## config.mk

```make
export PLATFORM = sky130hd
export DESIGN_NAME = multicycle_sequencer_flat
export DESIGN_NICKNAME = d
export VERILOG_FILES = /design/src/rtl/multicycle_sequencer_if.sv /design/src/rtl/multicycle_sequencer.sv /design/src/flat_wrapper.sv
export SDC_FILE = /design/constraint.sdc
export NUM_CORES = 1
export LEC_CHECK = 0
export CAP_MARGIN = 40
export CORE_MARGIN = 2
export CORE_UTILIZATION = 45
export CTS_CLUSTER_SIZE = 12
export DETAILED_ROUTE_END_ITERATION = 16
export PLACE_DENSITY = 0.79
export SLEW_MARGIN = 5
export SYNTH_ARGS = -nofsm -noshare
export SYNTH_HDL_FRONTEND = slang
export SYNTH_SLANG_ARGS = --single-unit
```

## constraint.sdc

```tcl
create_clock -name clk -period 3.6 [get_ports clk]
set_input_delay 1.08 -clock clk [delete_from_list [all_inputs] [get_ports clk]]
set_output_delay 1.08 -clock clk [all_outputs]
set_load 0.01 [all_outputs]
```

## src/rtl/multicycle_sequencer_if.sv

```systemverilog
// ---------------------------------------------------------------------------
// multicycle_sequencer_if
//   Bus bundle between the multi-cycle sequencer and its datapath neighbours:
//   instruction memory fetch, the instruction register, ALU / register-file
//   strobes and the data-memory req/ack handshake.
//
//   imem_addr  : instruction memory address (sequencer -> imem)
//   imem_rdata : instruction word, one cycle after imem_addr (imem -> sequencer)
//   ir         : instruction register (sequencer -> control unit)
//   alu_en     : one-cycle ALU operate strobe
//   dmem_req   : data memory request, held until dmem_ack
//   dmem_we    : 1 = store, 0 = load, valid while dmem_req
//   dmem_ack   : one-cycle completion pulse (dmem -> sequencer)
//   rf_we      : one-cycle register-file write strobe
//   wb_sel     : writeback mux select, 1 = memory data, 0 = ALU result
//
//   master : the sequencer side.  slave : the datapath / memory side.
// ---------------------------------------------------------------------------
interface multicycle_sequencer_if #(
  parameter int PC_W    = 6,
  parameter int INSTR_W = 32
);
  logic [PC_W-1:0]    imem_addr;
  logic [INSTR_W-1:0] imem_rdata;
  logic [INSTR_W-1:0] ir;
  logic               alu_en;
  logic               dmem_req;
  logic               dmem_we;
  logic               dmem_ack;
  logic               rf_we;
  logic               wb_sel;

  modport master (
    output imem_addr, ir, alu_en, dmem_req, dmem_we, rf_we, wb_sel,
    input  imem_rdata, dmem_ack
  );

  modport slave (
    input  imem_addr, ir, alu_en, dmem_req, dmem_we, rf_we, wb_sel,
    output imem_rdata, dmem_ack
  );
endinterface

```

## src/rtl/multicycle_sequencer.sv

```systemverilog
// ---------------------------------------------------------------------------
// multicycle_sequencer
//   Control sequencer for the multi-cycle 32-bit core. Owns the program
//   counter and instruction register and walks every instruction through
//   FETCH -> DECODE -> EXECUTE -> (MEM) -> (WRITEBACK), issuing one-cycle
//   ALU / register-file strobes and a req/ack handshake to data memory.
//
//   Opcode = ir[31:28]: F = HALT, D = LOAD, E = STORE, anything else = ALU.
//
// Ports
//   clk      : rising-edge clock
//   clkreset : asynchronous, active-low reset
//   start    : leaves IDLE; ignored in every other state
//   bus      : multicycle_sequencer_if.master (imem, ir, strobes, dmem)
//   busy     : high in every state except IDLE and HALT
//   halted   : high in HALT (terminal until reset)
//   retired  : saturating count of completed instructions
//   err      : sticky data-memory timeout flag
//
// Build option
//   MEM_TIMEOUT_EN : when defined, a request left unacknowledged for
//                    MEM_TIMEOUT cycles is abandoned, err is set and the
//                    sequencer halts. When undefined, MEM waits forever and
//                    err is constant 0.
// ---------------------------------------------------------------------------
module multicycle_sequencer #(
  parameter int PC_W        = 6,
  parameter int INSTR_W     = 32,
  parameter int CNT_W       = 16,
  parameter int MEM_TIMEOUT = 15
) (
  input  logic                   clk,
  input  logic                   clkreset,
  input  logic                   start,
  multicycle_sequencer_if.master bus,
  output logic                   busy,
  output logic                   halted,
  output logic [CNT_W-1:0]       retired,
  output logic                   err
);

  typedef enum logic [2:0] {
    S_IDLE,
    S_FETCH,
    S_DECODE,
    S_EXECUTE,
    S_MEM,
    S_WRITEBACK,
    S_HALT
  } state_t;

  localparam logic [3:0] OP_LOAD  = 4'hD;
  localparam logic [3:0] OP_STORE = 4'hE;
  localparam logic [3:0] OP_HALT  = 4'hF;

  state_t           state;
  logic [PC_W-1:0]  pc;
  logic [3:0]       ir_op;
  logic [3:0]       rdata_op;
  logic [CNT_W-1:0] retired_inc;

  assign ir_op       = bus.ir[INSTR_W-1 -: 4];
  assign rdata_op    = bus.imem_rdata[INSTR_W-1 -: 4];
  assign bus.imem_addr = pc;

  // Saturate instead of wrapping so software can tell "very many" from "few".
  assign retired_inc = (retired == '1) ? retired : retired + CNT_W'(1);

`ifdef MEM_TIMEOUT_EN
  localparam int TO_W = (MEM_TIMEOUT < 2) ? 1 : $clog2(MEM_TIMEOUT + 1);
  logic [TO_W-1:0] mem_cnt;
`else
  // Constant 0: no timeout hardware exists in this build.
  assign err = (MEM_TIMEOUT < 0);
`endif

  // NOTE: every register here is updated with non-blocking assignments so all
  // of them see the pre-edge values of each other, exactly like real flops.
  always_ff @(posedge clk or negedge clkreset) begin
    if (!clkreset) begin
      state        <= S_IDLE;
      pc           <= '0;
      // NOTE: ir is a plain register, not a memory, so it is reset like any
      // other flop; the control unit then sees a defined word out of reset.
      bus.ir       <= '0;
      bus.alu_en   <= 1'b0;
      bus.dmem_req <= 1'b0;
      bus.dmem_we  <= 1'b0;
      bus.rf_we    <= 1'b0;
      bus.wb_sel   <= 1'b0;
      busy         <= 1'b0;
      halted       <= 1'b0;
      retired      <= '0;
`ifdef MEM_TIMEOUT_EN
      mem_cnt      <= '0;
      err          <= 1'b0;
`endif
    end else begin
      // NOTE: the single-cycle strobes default low every clock; only the
      // transition into the owning state raises them, so they can never
      // stick high for more than one cycle.
      bus.alu_en <= 1'b0;
      bus.rf_we  <= 1'b0;
      bus.wb_sel <= 1'b0;

      case (state)
        S_IDLE: begin
          if (start) begin
            state <= S_FETCH;
            busy  <= 1'b1;
          end
        end

        // imem_addr already equals pc; the memory registers the read here.
        S_FETCH: state <= S_DECODE;

        // The fetched word is valid now. Its opcode decides the EXECUTE
        // strobe so alu_en is a registered output aligned with EXECUTE.
        S_DECODE: begin
          bus.ir     <= bus.imem_rdata;
          bus.alu_en <= (rdata_op != OP_HALT);
          state      <= S_EXECUTE;
        end

        S_EXECUTE: begin
          case (ir_op)
            OP_HALT: begin
              state  <= S_HALT;
              busy   <= 1'b0;
              halted <= 1'b1;
            end
            OP_LOAD, OP_STORE: begin
              state        <= S_MEM;
              bus.dmem_req <= 1'b1;
              bus.dmem_we  <= (ir_op == OP_STORE);
`ifdef MEM_TIMEOUT_EN
              mem_cnt      <= '0;
`endif
            end
            default: begin
              state     <= S_WRITEBACK;
              bus.rf_we <= 1'b1;
            end
          endcase
        end

        // Request is held until the ack pulse; it drops the cycle after.
        // An ack on the final allowed cycle takes priority over the timeout.
        S_MEM: begin
          if (bus.dmem_ack) begin
            bus.dmem_req <= 1'b0;
            bus.dmem_we  <= 1'b0;
            if (ir_op == OP_STORE) begin
              pc      <= pc + PC_W'(1);
              retired <= retired_inc;
              state   <= S_FETCH;
            end else begin
              bus.rf_we  <= 1'b1;
              bus.wb_sel <= 1'b1;
              state      <= S_WRITEBACK;
            end
          end
`ifdef MEM_TIMEOUT_EN
          else if (mem_cnt == TO_W'(MEM_TIMEOUT - 1)) begin
            bus.dmem_req <= 1'b0;
            bus.dmem_we  <= 1'b0;
            err          <= 1'b1;
            busy         <= 1'b0;
            halted       <= 1'b1;
            state        <= S_HALT;
          end else begin
            mem_cnt <= mem_cnt + TO_W'(1);
          end
`endif
        end

        // pc wraps naturally at 2**PC_W.
        S_WRITEBACK: begin
          pc      <= pc + PC_W'(1);
          retired <= retired_inc;
          state   <= S_FETCH;
        end

        S_HALT: state <= S_HALT;

        default: state <= S_IDLE;
      endcase
    end
  end

endmodule

```

## src/flat_wrapper.sv

```systemverilog
// flat-port wrapper written by rule: the top's interface ports become plain ports
module multicycle_sequencer_flat 
#(
  parameter int PC_W        = 6,
  parameter int INSTR_W     = 32,
  parameter int CNT_W       = 16,
  parameter int MEM_TIMEOUT = 15
)
  (clk, clkreset, start, busy, halted, retired, err, bus_imem_addr, bus_ir, bus_alu_en, bus_dmem_req, bus_dmem_we, bus_rf_we, bus_wb_sel, bus_imem_rdata, bus_dmem_ack);
  multicycle_sequencer_if #(.PC_W(PC_W), .INSTR_W(INSTR_W)) bus_i ();
  input  logic clk;
  input  logic clkreset;
  input  logic start;
  output logic busy;
  output logic halted;
  output logic [CNT_W-1:0] retired;
  output logic err;
  output wire logic [$bits(bus_i.imem_addr)-1:0] bus_imem_addr;
  output wire logic [$bits(bus_i.ir)-1:0] bus_ir;
  output wire logic [$bits(bus_i.alu_en)-1:0] bus_alu_en;
  output wire logic [$bits(bus_i.dmem_req)-1:0] bus_dmem_req;
  output wire logic [$bits(bus_i.dmem_we)-1:0] bus_dmem_we;
  output wire logic [$bits(bus_i.rf_we)-1:0] bus_rf_we;
  output wire logic [$bits(bus_i.wb_sel)-1:0] bus_wb_sel;
  input wire logic [$bits(bus_i.imem_rdata)-1:0] bus_imem_rdata;
  input wire logic [$bits(bus_i.dmem_ack)-1:0] bus_dmem_ack;
  assign bus_imem_addr = bus_i.imem_addr;
  assign bus_ir = bus_i.ir;
  assign bus_alu_en = bus_i.alu_en;
  assign bus_dmem_req = bus_i.dmem_req;
  assign bus_dmem_we = bus_i.dmem_we;
  assign bus_rf_we = bus_i.rf_we;
  assign bus_wb_sel = bus_i.wb_sel;
  assign bus_i.imem_rdata = bus_imem_rdata;
  assign bus_i.dmem_ack = bus_dmem_ack;
  multicycle_sequencer #(.PC_W(PC_W), .INSTR_W(INSTR_W), .CNT_W(CNT_W), .MEM_TIMEOUT(MEM_TIMEOUT)) u_core (.clk(clk), .clkreset(clkreset), .start(start), .bus(bus_i), .busy(busy), .halted(halted), .retired(retired), .err(err));
endmodule
```

==> results.txt, run 1 <==
- The flow ran to the end, and the final reports show no timing, DRC or antenna violations.
- Setup TNS: 0 ps
- The tree is rooted in a sky130_fd_sc_hd__clkbuf_8.
* Critical register-to-register path startpoint: u_core.retired[1]$_DFFE_PN0P_
* Syn Area/Cell: roughly 13 sq um
- Placed inst area: 0.00388 sq mm
- At the end of routability-driven placement, the weighted congestion stood at about 0.82.
* Hold violation total from the final report: 0
- Vias in the first global route: between 2000 and 2500
- The detail route stage leaves a number of antenna-violating nets equal to 0.
* Post-synthesis cell type with the largest combined area: sky130_fd_sc_hd__dfrtp_1
* Switching power: 0.00102 W
- In this run the tightest slew margin relative to its limit is 57.2%.
- Most common cell after layout, fill and taps aside: sky130_fd_sc_hd__clkdlybuf4s50_1
* Buffers inserted by post-CTS timing repair: 0
- Registers are responsible for 38.6% of the overall power.
- Counting both buffers and inverters, the worst setup path holds a total of 1.
* Largest net degree at the start of global routing: 34
- The clock passes through at most 2 buffers.
- Area contributors post-synth: sky130_fd_sc_hd__dfrtp_1 (56%), sky130_fd_sc_hd__mux2_2 (14%), sky130_fd_sc_hd__xor2_1 (5.2%), sky130_fd_sc_hd__nor3_2 (2.1%), sky130_fd_sc_hd__nor4_2 (1.7%)
- VDD sags by at most between 0.5 and 0.6 mV.
- Post-Route Skew: 4.68 ps
- Counting flops with a built-in enable in the synthesized netlist gives 0.
* Fraction of synthesis flops using an asynchronous set or reset pin: 100%
- Synthesized flop and latch total: 64
- Relative contribution of combinational cells to total power: 40.7%
- The final count of pins violating max slew came to 0.
- TritonCTS built the clock tree.
- Count of unique library cells instantiated by Yosys: 41
- At the worst endpoint, the arrival time is between 1000 and 1500 ps.
- DR vias/cell: approximately 5.1
* Cts bufs inserted: 9
- Crit-path slowest cell: sky130_fd_sc_hd__clkdlybuf4s50_1
- Starting utilization of the core area: 45.9%
- For this run, design rule violations remaining after detail routing come to 0.
- PortBufs: 96
* Syn Nets: 253
* Post-detailed-route wirelength per cell: about 15 um
- The setup path with the least slack is of type flip-flop to primary output.
- Required @ worst endpoint: 2520 ps
- The min-delay analysis places its worst path in the category flip-flop to flip-flop.
- Hold repair after CTS inserted 0 buffers.
- Internal power comes to about 0.0022 W.
- The tree built by TritonCTS fans out to 64 sinks.
- Switching share of power: 31.8%
- Pin placement for this block handled 98 I/O pins.
- Row cnt: 29
- Number of DRC markers in iteration 0: about 120
- Once layout is complete, the utilization of the core stands at 65.7%.
- For this run, the slowest stage of the critical path takes 590 ps.
* Start point of the critical path: u_core.bus.ir[31]$_DFFE_PN0N_
* Die area: between 0.007 and 0.008 sq mm
- Post-route clock period utilization: 68.9%
- Max-cap violations in this run came to 0.
* Instance count of the mapped netlist: roughly 220
- Summing all flip-flop and latch instances after layout gives 0.00160 sq mm.
- Traced cell by cell, the critical path runs through clkdlybuf4s50_1.
- The region available for standard cell placement spans 0.00624 sq mm.
- After detailed routing, the total wire length is 6040 um.
- In this run the most critical hold path is launched from u_core.bus.imem_addr[5]$_DFFE_PN0P_.
- The worst setup path is captured at a primary output.
- Top_reg_cell synth: sky130_fd_sc_hd__dfrtp_1
* X dimension of the die: 83.8 um
- LEAKAGE: 1.74 nW
- The number of gates resized after CTS was 0.
* Part of the total power dissipated in the clock network: 20.7%
- Summing every instance area after synthesis gives between 0.002 and 0.003 sq mm.
- Top cell type's share of synthesized area: 55.9%
* Highest-count cells in the layout ignoring fill and taps: sky130_fd_sc_hd__clkdlybuf4s50_1 (95), sky130_fd_sc_hd__dfrtp_1 (64), sky130_fd_sc_hd__mux2_2 (35)
* Depth of the CTS H-tree: 3
- With fillers left out, the area of the finished cells amounts to between 0.004 and 0.005 sq mm.
- Summed over all layers, the global routing overflow is 0.
- First-pass GRT wire length: about 11000 um
- Routed vias: 2038
- Total number of nets in the final design: 354
* First-pass DRT Iterations: 4
- Cell class contributing the biggest share of worst-path delay: buffers and inverters
* Clock transition time at the flip-flop clock pins of the worst setup and hold paths: 70 ps
* Critical path startpoint category: flip-flop
* Area taken by multi-input logic gates: approximately 0.0012 sq mm
* Initial antenna violation count: 0
* Yosys Warn Count: 0
- Overall track demand over capacity in global routing: about a fifth
- Antenna diode count: 0
- Summed over all nets, the half-perimeter wirelength after detailed placement is 4360 um.
- Setup violations remaining at the end of the flow were counted as 0.
* Filler cells: 489
- Peak Freq: between 400 and 500 MHz
- Share of layout cells above drive strength 1: 24.3%
- Slew at the pin closest to its max-slew limit: 637 ps
- Largest fanout on the critical path: 7
* Unrepaired setup endpoints after global routing: false
- Measured along the y axis, the die boundary spans ~84 um.
* Tmin final: ~2500 ps
- Relative area change from synthesis to final layout: 43.1%
* Areal power density over the cells: 782 mW/mm^2
- Summing the sequential cell areas from Yosys gives ~56% of the chip area.
- Clock Latency Late Sink: 340 ps
through the flow:
stage               std cells  total power [W]  hold WS, ps  worst slack (ps)
floorplan                 215          0.00190          504              1420
global placement          382          0.00253          459               809
finish                    398          0.00321          471              1120
detailed placement        382          0.00256          465               782
CTS                       398          0.00324          475              1110
global route              398          0.00340          515              1030
path summary, 6_finish.rpt:
check	to	slack (ps)	cells after the start
min in group asynchronous	u_core.retired[7]$_DFFE_PN0P_	720	1
max reg2reg	u_core.retired[1]$_DFFE_PN0P_	1460	6
min	u_core.bus.imem_addr[5]$_DFFE_PN0P_	470	1
max in group asynchronous	u_core.bus.ir[15]$_DFFE_PN0N_	2180	2
max	bus_ir[31]	1120	1
min reg2reg	u_core.bus.imem_addr[5]$_DFFE_PN0P_	470	1
layer usage:
metal,GRT usage [%],vias to the layer above,part of all wire (%)
met1,25.0,985,43
met3,8.61,10,9.8
met5,0,-,0
li1,-,962,-
met2,27.2,81,45
met4,7.77,0,1.5
cells in the mapped netlist (all sizes together), types with 3 or more instances:
| cell | instances |
|---|---|
| nor3 | 8 |
| nor4 | 6 |
| xor2 | 17 |
| nand2 | 12 |
| buf | 9 |
| nand4 | 7 |
| nand3 | 6 |
| a21oi | 6 |
| dfrtp | 64 |
| mux2 | 35 |
| nor2 | 9 |
| o21ai | 5 |
| xnor2 | 3 |
logic make-up (layout without fill, tap and decap cells):
kind of cell	Yosys count	in the layout	synth area share, %
other	1	1	0.131
adders and majority gates	2	2	0.873
xor gates and xnor gates	20	20	6.11
AOI/OAI and AO/OA	21	21	5.20
buffers and inverters	11	117	2.66
muxes	35	35	13.8
and+or+nand+nor	61	61	15.4
DFF	64	64	55.9
final cells by class:
type	count	share of cell area, %
well taps	77	2.35
inverters	1	0.0915
clock buffers	14	4.45
flip-flops and latches	64	39.0
multi-input cells	140	29.2
clock inverters	2	0.854
repair buffers	100	24.0
registers in the layout, indices dropped and copies added (netlist names), 3 cells and up:
register	cells
u_core.state	3
u_core.bus.imem_addr	6
u_core.retired	16
u_core.bus.ir	32
power by group through the flow:
stage / combinational [W] / clock (W) / sequential [W]
after CTS: 0.00132 / 0.000673 / 0.00124
after global placement: 0.00129 / 0 / 0.00124
after global routing: 0.00141 / 0.000710 / 0.00128
final: 0.00131 / 0.000665 / 0.00124
after floorplan: 0.000591 / 0 / 0.00130
after detailed placement: 0.00132 / 0 / 0.00125
Power figures use the tool's default switching activity.
==> run 2, diff against run 1 <==
Clock period 3.6 ns to 2.5 ns, I/O delays scaled along.
==> run 2 against run 1 <==
  * Combinational power up 44%
  * Sequential power is 44% higher
  * Routed wire length up 1.3%
  * Non-clock buffer count is 2 higher
  * Die area unchanged
  * Design area barely moved
  * Largest power group unchanged
==> results.txt, run 2 (synthesis results as in run 1) <==
- The flow ran to the end, and the final reports show no timing, DRC or antenna violations.
* Grt total ovfl: 0 (unchanged)
- The leakage power of the design came to 1.73 nW (-0.40%).
* Util after Layout: 65.7% (about the same)
- The worst-case clock skew was 9.09 ps (+4.41 ps).
- The hold violation total from the final report was 0 (unchanged).
- The critical path is of the flip-flop to primary output type.
- The largest driver fanout on the critical path was 7 (unchanged).
- The area growth from synthesis to layout came to 43.1% (about the same).
- Crit-path slowest cell: sky130_fd_sc_hd__clkdlybuf4s50_1
* Worst IR drop on VDD: 0.682 mV (+36%)
* Length in cells of the worst reg-to-reg path: 5 (-1)
- Number of top-level pins: 98 (unchanged)
- Clock tree root buffer cell: sky130_fd_sc_hd__clkbuf_8
* Buffers inserted by post-CTS timing repair: 0 (unchanged)
- The total vias in the final route was 2078 (+2.0%).
* GPL Wtd Cong: 0.852 (+3.9%)
- Routed Wire Length: 6110 um (+1.3%)
- Critical register-to-register path startpoint: u_core.retired[0]$_DFFE_PN0P_
- Cts bufs inserted: 9 (unchanged)
- Number of DRC markers in iteration 0: 59 (-51%)
* Slowest cell delay on critical path: 600 ps (about the same)
- Residual DRC: 0 (unchanged)
- Buffers from clock root to sink, at most: 2 (unchanged)
- Vias in the first global route: 2182 (+2.0%)
* Unrepaired setup endpoints after global routing: false
- Cell class contributing the biggest share of worst-path delay: buffers and inverters
- The critical path arrival was 1400 ps (about the same).
- Largest net degree at the start of global routing: 48 (+41%)
* Die area: 0.00702 sq mm (unchanged)
* Max-capacitance violation count: 0 (unchanged)
- Overall track demand over capacity in global routing: 18.8% (-0.14 points)
- The count of inserted antenna diode cells was 0 (unchanged).
- Type of the tightest min-delay check: input pin to asynchronous set/reset pin
- Max reg flops: 32 (unchanged)
* Clock tree from TritonCTS: built
* First-pass GRT wire length: 10400 um (-1.2%)
* Clock Latency Late Sink: 340 ps (about the same)
- Leaving out fill and tap cells, the most frequent cell in the layout is sky130_fd_sc_hd__clkdlybuf4s50_1.
- Static timing analysis puts the maximum clock frequency at about 460 MHz.
- The count of nets left with antenna violations after detail routing came to 0 (unchanged).
- Initial antenna violation count: 0 (unchanged)
- Dividing the final minimum period by the clock period gives 86.1%.
- X dimension of the die: 83.8 um (unchanged)
* Area of the core: 0.00624 sq mm (unchanged)
- The final count of pins violating max slew came to 0 (unchanged).
- Tot Pwr: 0.00453 W (+41%)
* PortBufs: 96 (unchanged)
- The clock transition at the registers of the reported paths came to 80 ps (about the same).
* Tmin final: 2150 ps
- In this run the critical register-to-register path is captured at u_core.retired[12]$_DFFE_PN0P_.
- Post-cts resize count: 0 (unchanged)
- The final routed wire length divided by cell count was 15.3 um (+0.75%).
- Worst path cell trace: clkdlybuf4s50_1
* DR vias/cell: 5.20 (+1.5%)
* Critical Path End Type: primary output
* Placed wire-length estimate after detailed placement: 4420 um (+1.4%)
- The final-report setup violation count came to 0 (unchanged).
- Critical path startpoint category: flip-flop
- Post-cts hold buffer count: 0 (unchanged)
- The register with the most flip-flops in the final layout is u_core.bus.ir.
* Buffers plus inverters on the worst setup path: 1 (unchanged)
- The total power density per cell area came to 1110 mW/mm^2 (+41%).
- The detailed-routing iteration count for the pre-antenna-repair pass is 4 (unchanged).
- Starting utilization of the core area: 45.9% (unchanged)
- Share of layout cells above drive strength 1: 24.8% (+0.47 points)
- Setup TNS: 0 ps (unchanged)
* Total number of nets in the final design: 356 (+0.56%)
- Number of clock sinks: 64 (unchanged)
* R2r setup slk: 660 ps (-800 ps)
- The number of core rows came to 29 (unchanged).
* Required @ worst endpoint: 1750 ps (-770 ps)
* Depth of the CTS H-tree: 3 (unchanged)
- The library cells used most frequently in the layout, excluding fill and tap cells, are sky130_fd_sc_hd__clkdlybuf4s50_1 (95), sky130_fd_sc_hd__dfrtp_1 (64), sky130_fd_sc_hd__mux2_2 (35).
- Overall die height: 83.8 um (unchanged)
[run 2: area by class of cell]
type	instances	area, sq um
clock buffers	10	128
well taps	77	96.3
repair buffers	102	1010
multi-input cells	140	1200
clock inverters	6	60.1
flip-flops and latches	64	1600
inverters	1	3.75
fillers	484	2140
[run 2: power by group]
group          internal (W)  switching, W
clock              0.000455      0.000400
sequential          0.00143      0.000360
combinational       0.00116      0.000728
total               0.00305       0.00149
[run 2: how the worst max path moves through the flow]
stage                             startpoint                        endpoint  slack (ps)  depth (start not counted)
2_1_floorplan                   bus_dmem_ack  u_core.retired[12]$_DFFE_PN0P_         650                          5
3_3_place_gp                    bus_dmem_ack  u_core.retired[12]$_DFFE_PN0P_          80                          5
3_5_place_dp                    bus_dmem_ack  u_core.retired[13]$_DFFE_PN0P_          50                          6
4_1_cts        u_core.bus.ir[29]$_DFFE_PN0N_                      bus_ir[29]         330                          1
5_1_grt        u_core.bus.ir[29]$_DFFE_PN0N_                      bus_ir[29]         270                          1
6_report       u_core.bus.ir[31]$_DFFE_PN0N_                      bus_ir[31]         350                          1
[run 2: routing by layer]
layer | track usage (%) | vias to the layer above | share of wire [%]
met5 | 0 | - | 0
met2 | 28.9 | 94 | 47
li1 | - | 969 | -
met1 | 23.2 | 1005 | 42
met3 | 8.01 | 10 | 9.8
met4 | 8.21 | 0 | 1.4
[run 2: per-stage QoR]
step | setup slack [ps] | area [sq um] | hold slack [ps] | instances
2_1_floorplan | 654 | 2870 | 454 | 215
3_3_place_gp | 81.0 | 3910 | 456 | 384
3_5_place_dp | 47.5 | 3910 | 467 | 384
4_1_cts | 335 | 4100 | 349 | 400
5_1_grt | 272 | 4100 | 364 | 400
6_report | 347 | 4100 | 344 | 400
[run 2: worst reg2reg max path, delay by kind of cell, from the launching register on]
family        cells  cell delay (ps)
fa+ha+maj         1              220
flops             1              430
mux               1              350
simple gates      3              730
==> run 3, diff against run 2 <==
Settings changed: CELL_PAD_IN_SITES_DETAIL_PLACEMENT set to 0, CELL_PAD_IN_SITES_GLOBAL_PLACEMENT set to 1, CORE_UTILIZATION 45 to 35, PLACE_DENSITY 0.79 to unset, PLACE_DENSITY_LB_ADDON set to 0.1.
==> run 3 against run 2 <==
  * Clock skew increased by 1.6 ps
  * Sequential power is essentially flat
  * Critical path depth is the same
  * Highest routed layer unchanged
  * Total power up 4.8%
  * Combinational power is essentially flat
  * Non-clock buffer count unchanged
  * Utilization down 14 points
  * Clock power increased by 26%
  * Critical path type unchanged
  * Clock-buffer cell count decreased by 1
  * Design area up 2.2%
  * First-iteration DRC count fell by 46%
==> results.txt, run 3 (synthesis results as in run 1) <==
- Initial antenna violation count: 0 (unchanged)
- The number of global-route vias before repair came to 2052 (-6.0%).
- Relative area change from synthesis to final layout: 46.2%
- Unrepaired setup endpoints after global routing: false
- The endpoint identified for the worst register-to-register timing path is u_core.retired[12]$_DFFE_PN0P_.
- The total wire length after detailed routing came to 6330 um (+3.5%).
- Number of clock sinks: 64 (unchanged)
* Number of top-level pins: 98 (unchanged)
- R2r setup slk: 680 ps (+20 ps)
- The final count of pins violating max slew came to 0 (unchanged).
- The setup fix buffers added after clock tree synthesis was 0 (unchanged).
- LEAKAGE: 1.76 nW (+1.6%)
- The number of cell instances on the worst register-to-register path came to 5 (unchanged).
- Critical Path End Type: primary output
* Worst setup path category: flip-flop to primary output
* Residual DRC: 0 (unchanged)
- The fraction of final layout cells sized beyond drive strength 1 was 25.1% (+0.31 points).
* Max-capacitance violation count: 0 (unchanged)
- The iteration-0 DRC count of the detailed router was 32 (-46%).
- The highest achievable clock rate came to 464 MHz (-0.18%).
- The largest driver fanout on the critical path was 6 (-1).
- The clock transition at the registers of the reported paths was 80 ps (about the same).
- The worst-case clock skew came to 10.7 ps (+1.61 ps).
- Most common cell after layout, fill and taps aside: sky130_fd_sc_hd__clkdlybuf4s50_1
- Placed wire-length estimate after detailed placement: 4500 um (+1.9%)
- PortBufs: 96 (unchanged)
- The final critical delay including setup and external delays came to 2160 ps (+3.82 ps).
* Routed vias: 2034 (-2.1%)
- The logic depth of the worst path, buffers included came to 1 (unchanged).
- Critical path startpoint category: flip-flop
- Max reg flops: 32 (unchanged)
- The number of core rows was 33 (+14%).
- In this run the clock root is driven by a sky130_fd_sc_hd__clkbuf_8.
- Overall track demand over capacity in global routing: 15.3% (-3.5 points)
- Remaining number of nets flagged by the antenna check after routing: 0 (unchanged)
* Largest net degree at the start of global routing: 48 (unchanged)
- GPL Wtd Cong: 0.716 (-16%)
- Cell class contributing the biggest share of worst-path delay: buffers and inverters
- The flow ran to the end, and the final reports show no timing, DRC or antenna violations.
* Overall die height: 94.5 um (+13%)
* Non-filler cells in the finished layout: 428 (+7.0%)
* DR vias/cell: 4.75 (-8.5%)
* Number of instances in the placed design: 412 (+7.3%)
- Die area: 0.00893 sq mm (+27%)
- The final-report setup violation count is 0 (unchanged).
- The wire length of the first global-routing pass is 10400 um (+0.66%).
- The final global-route overflow total is 0 (unchanged).
* Post-cts resize count: 0 (unchanged)
- Worst IR drop on VDD: 0.684 mV (+0.25%)
* Type of the tightest min-delay check: input pin to asynchronous set/reset pin
- Antenna diode count: 0 (unchanged)
- Area of the core: 0.00809 sq mm (+30%)
* Tot Pwr: 0.00475 W (+4.8%)
* Critical register-to-register path startpoint: u_core.retired[0]$_DFFE_PN0P_
- Clock Latency Late Sink: 340 ps (about the same)
- Setup TNS: 0 ps (unchanged)
- The critical path buffer and inverter count was 1 (unchanged).
- Depth of the CTS H-tree: 3 (unchanged)
- Areal power density over the cells: 1130 mW/mm^2 (+2.5%)
- The final worst-path cycle share came to 86.3% (+0.15 points).
* Clock tree from TritonCTS: built
- Required @ worst endpoint: 1750 ps (about the same)
* CP arrival: 1410 ps (about the same)
- The initial core utilization was 35.4% (-11 points).
- Buffers from clock root to sink, at most: 2 (unchanged)
* Register bank with the most flops: u_core.bus.ir
- The hold violation total from the final report is 0 (unchanged).
- Highest-count cells in the layout ignoring fill and taps: sky130_fd_sc_hd__clkdlybuf4s50_1 (95), sky130_fd_sc_hd__dfrtp_1 (64), sky130_fd_sc_hd__mux2_2 (35)
* Worst path cell trace: clkdlybuf4s50_1
* Cts bufs inserted: 9 (unchanged)
- The final routed wire length divided by cell count came to 14.8 um (-3.3%).
- Post-cts hold buffer count: 0 (unchanged)
* First-pass DRT Iterations: 4 (unchanged)
- Crit-path slowest cell: sky130_fd_sc_hd__clkdlybuf4s50_1
* X dimension of the die: 94.5 um (+13%)
- The final-stage net count is 356 (unchanged).
* Slowest cell delay on critical path: 590 ps (about the same)
-- run 3: area by class of cell --
type	instances	area (sq um)
clock buffers	9	124
clock inverters	7	120
fillers	756	3900
inverters	1	3.75
multi-input cells	140	1200
flip-flops and latches	64	1600
well taps	105	131
repair buffers	102	1010
-- run 3: through the flow --
stage | cell area, sq um | util [%] | setup WS (ps) | hold slack (ps)
CTS | 4190 | 51.8 | 317 | 336
global placement | 3950 | 48.8 | 68.8 | 462
detailed placement | 3950 | 48.8 | 61.3 | 459
floorplan | 2870 | - | 654 | 454
global route | 4190 | 51.8 | 263 | 358
finish | 4190 | 51.8 | 344 | 340
-- run 3: per-layer routing --
metal / track usage (%) / routed length (um) / vias to the layer above
met5: 0 / 0 / -
met4: 3.62 / 68 / 0
met3: 6.30 / 411 / 6
met2: 23.5 / 3000 / 64
met1: 20.4 / 2850 / 992
li1: - / - / 972
-- run 3: worst max path at each step --
stage | start | end | slack (ps)
after floorplan | bus_dmem_ack | u_core.retired[12]$_DFFE_PN0P_ | 650
after global placement | bus_dmem_ack | u_core.retired[12]$_DFFE_PN0P_ | 70
after detailed placement | bus_dmem_ack | u_core.retired[12]$_DFFE_PN0P_ | 60
after CTS | u_core.bus.ir[29]$_DFFE_PN0N_ | bus_ir[29] | 320
after global routing | u_core.bus.ir[29]$_DFFE_PN0N_ | bus_ir[29] | 260
final | u_core.bus.ir[29]$_DFFE_PN0N_ | bus_ir[29] | 340
-- run 3: power breakdown --
part | internal [W] | leakage (nW) | switching (W)
Clock | 0.000664 | 0.119 | 0.000415
Sequential | 0.00143 | 0.798 | 0.000353
Combinational | 0.00116 | 0.840 | 0.000728
Total | 0.00325 | 1.76 | 0.00150
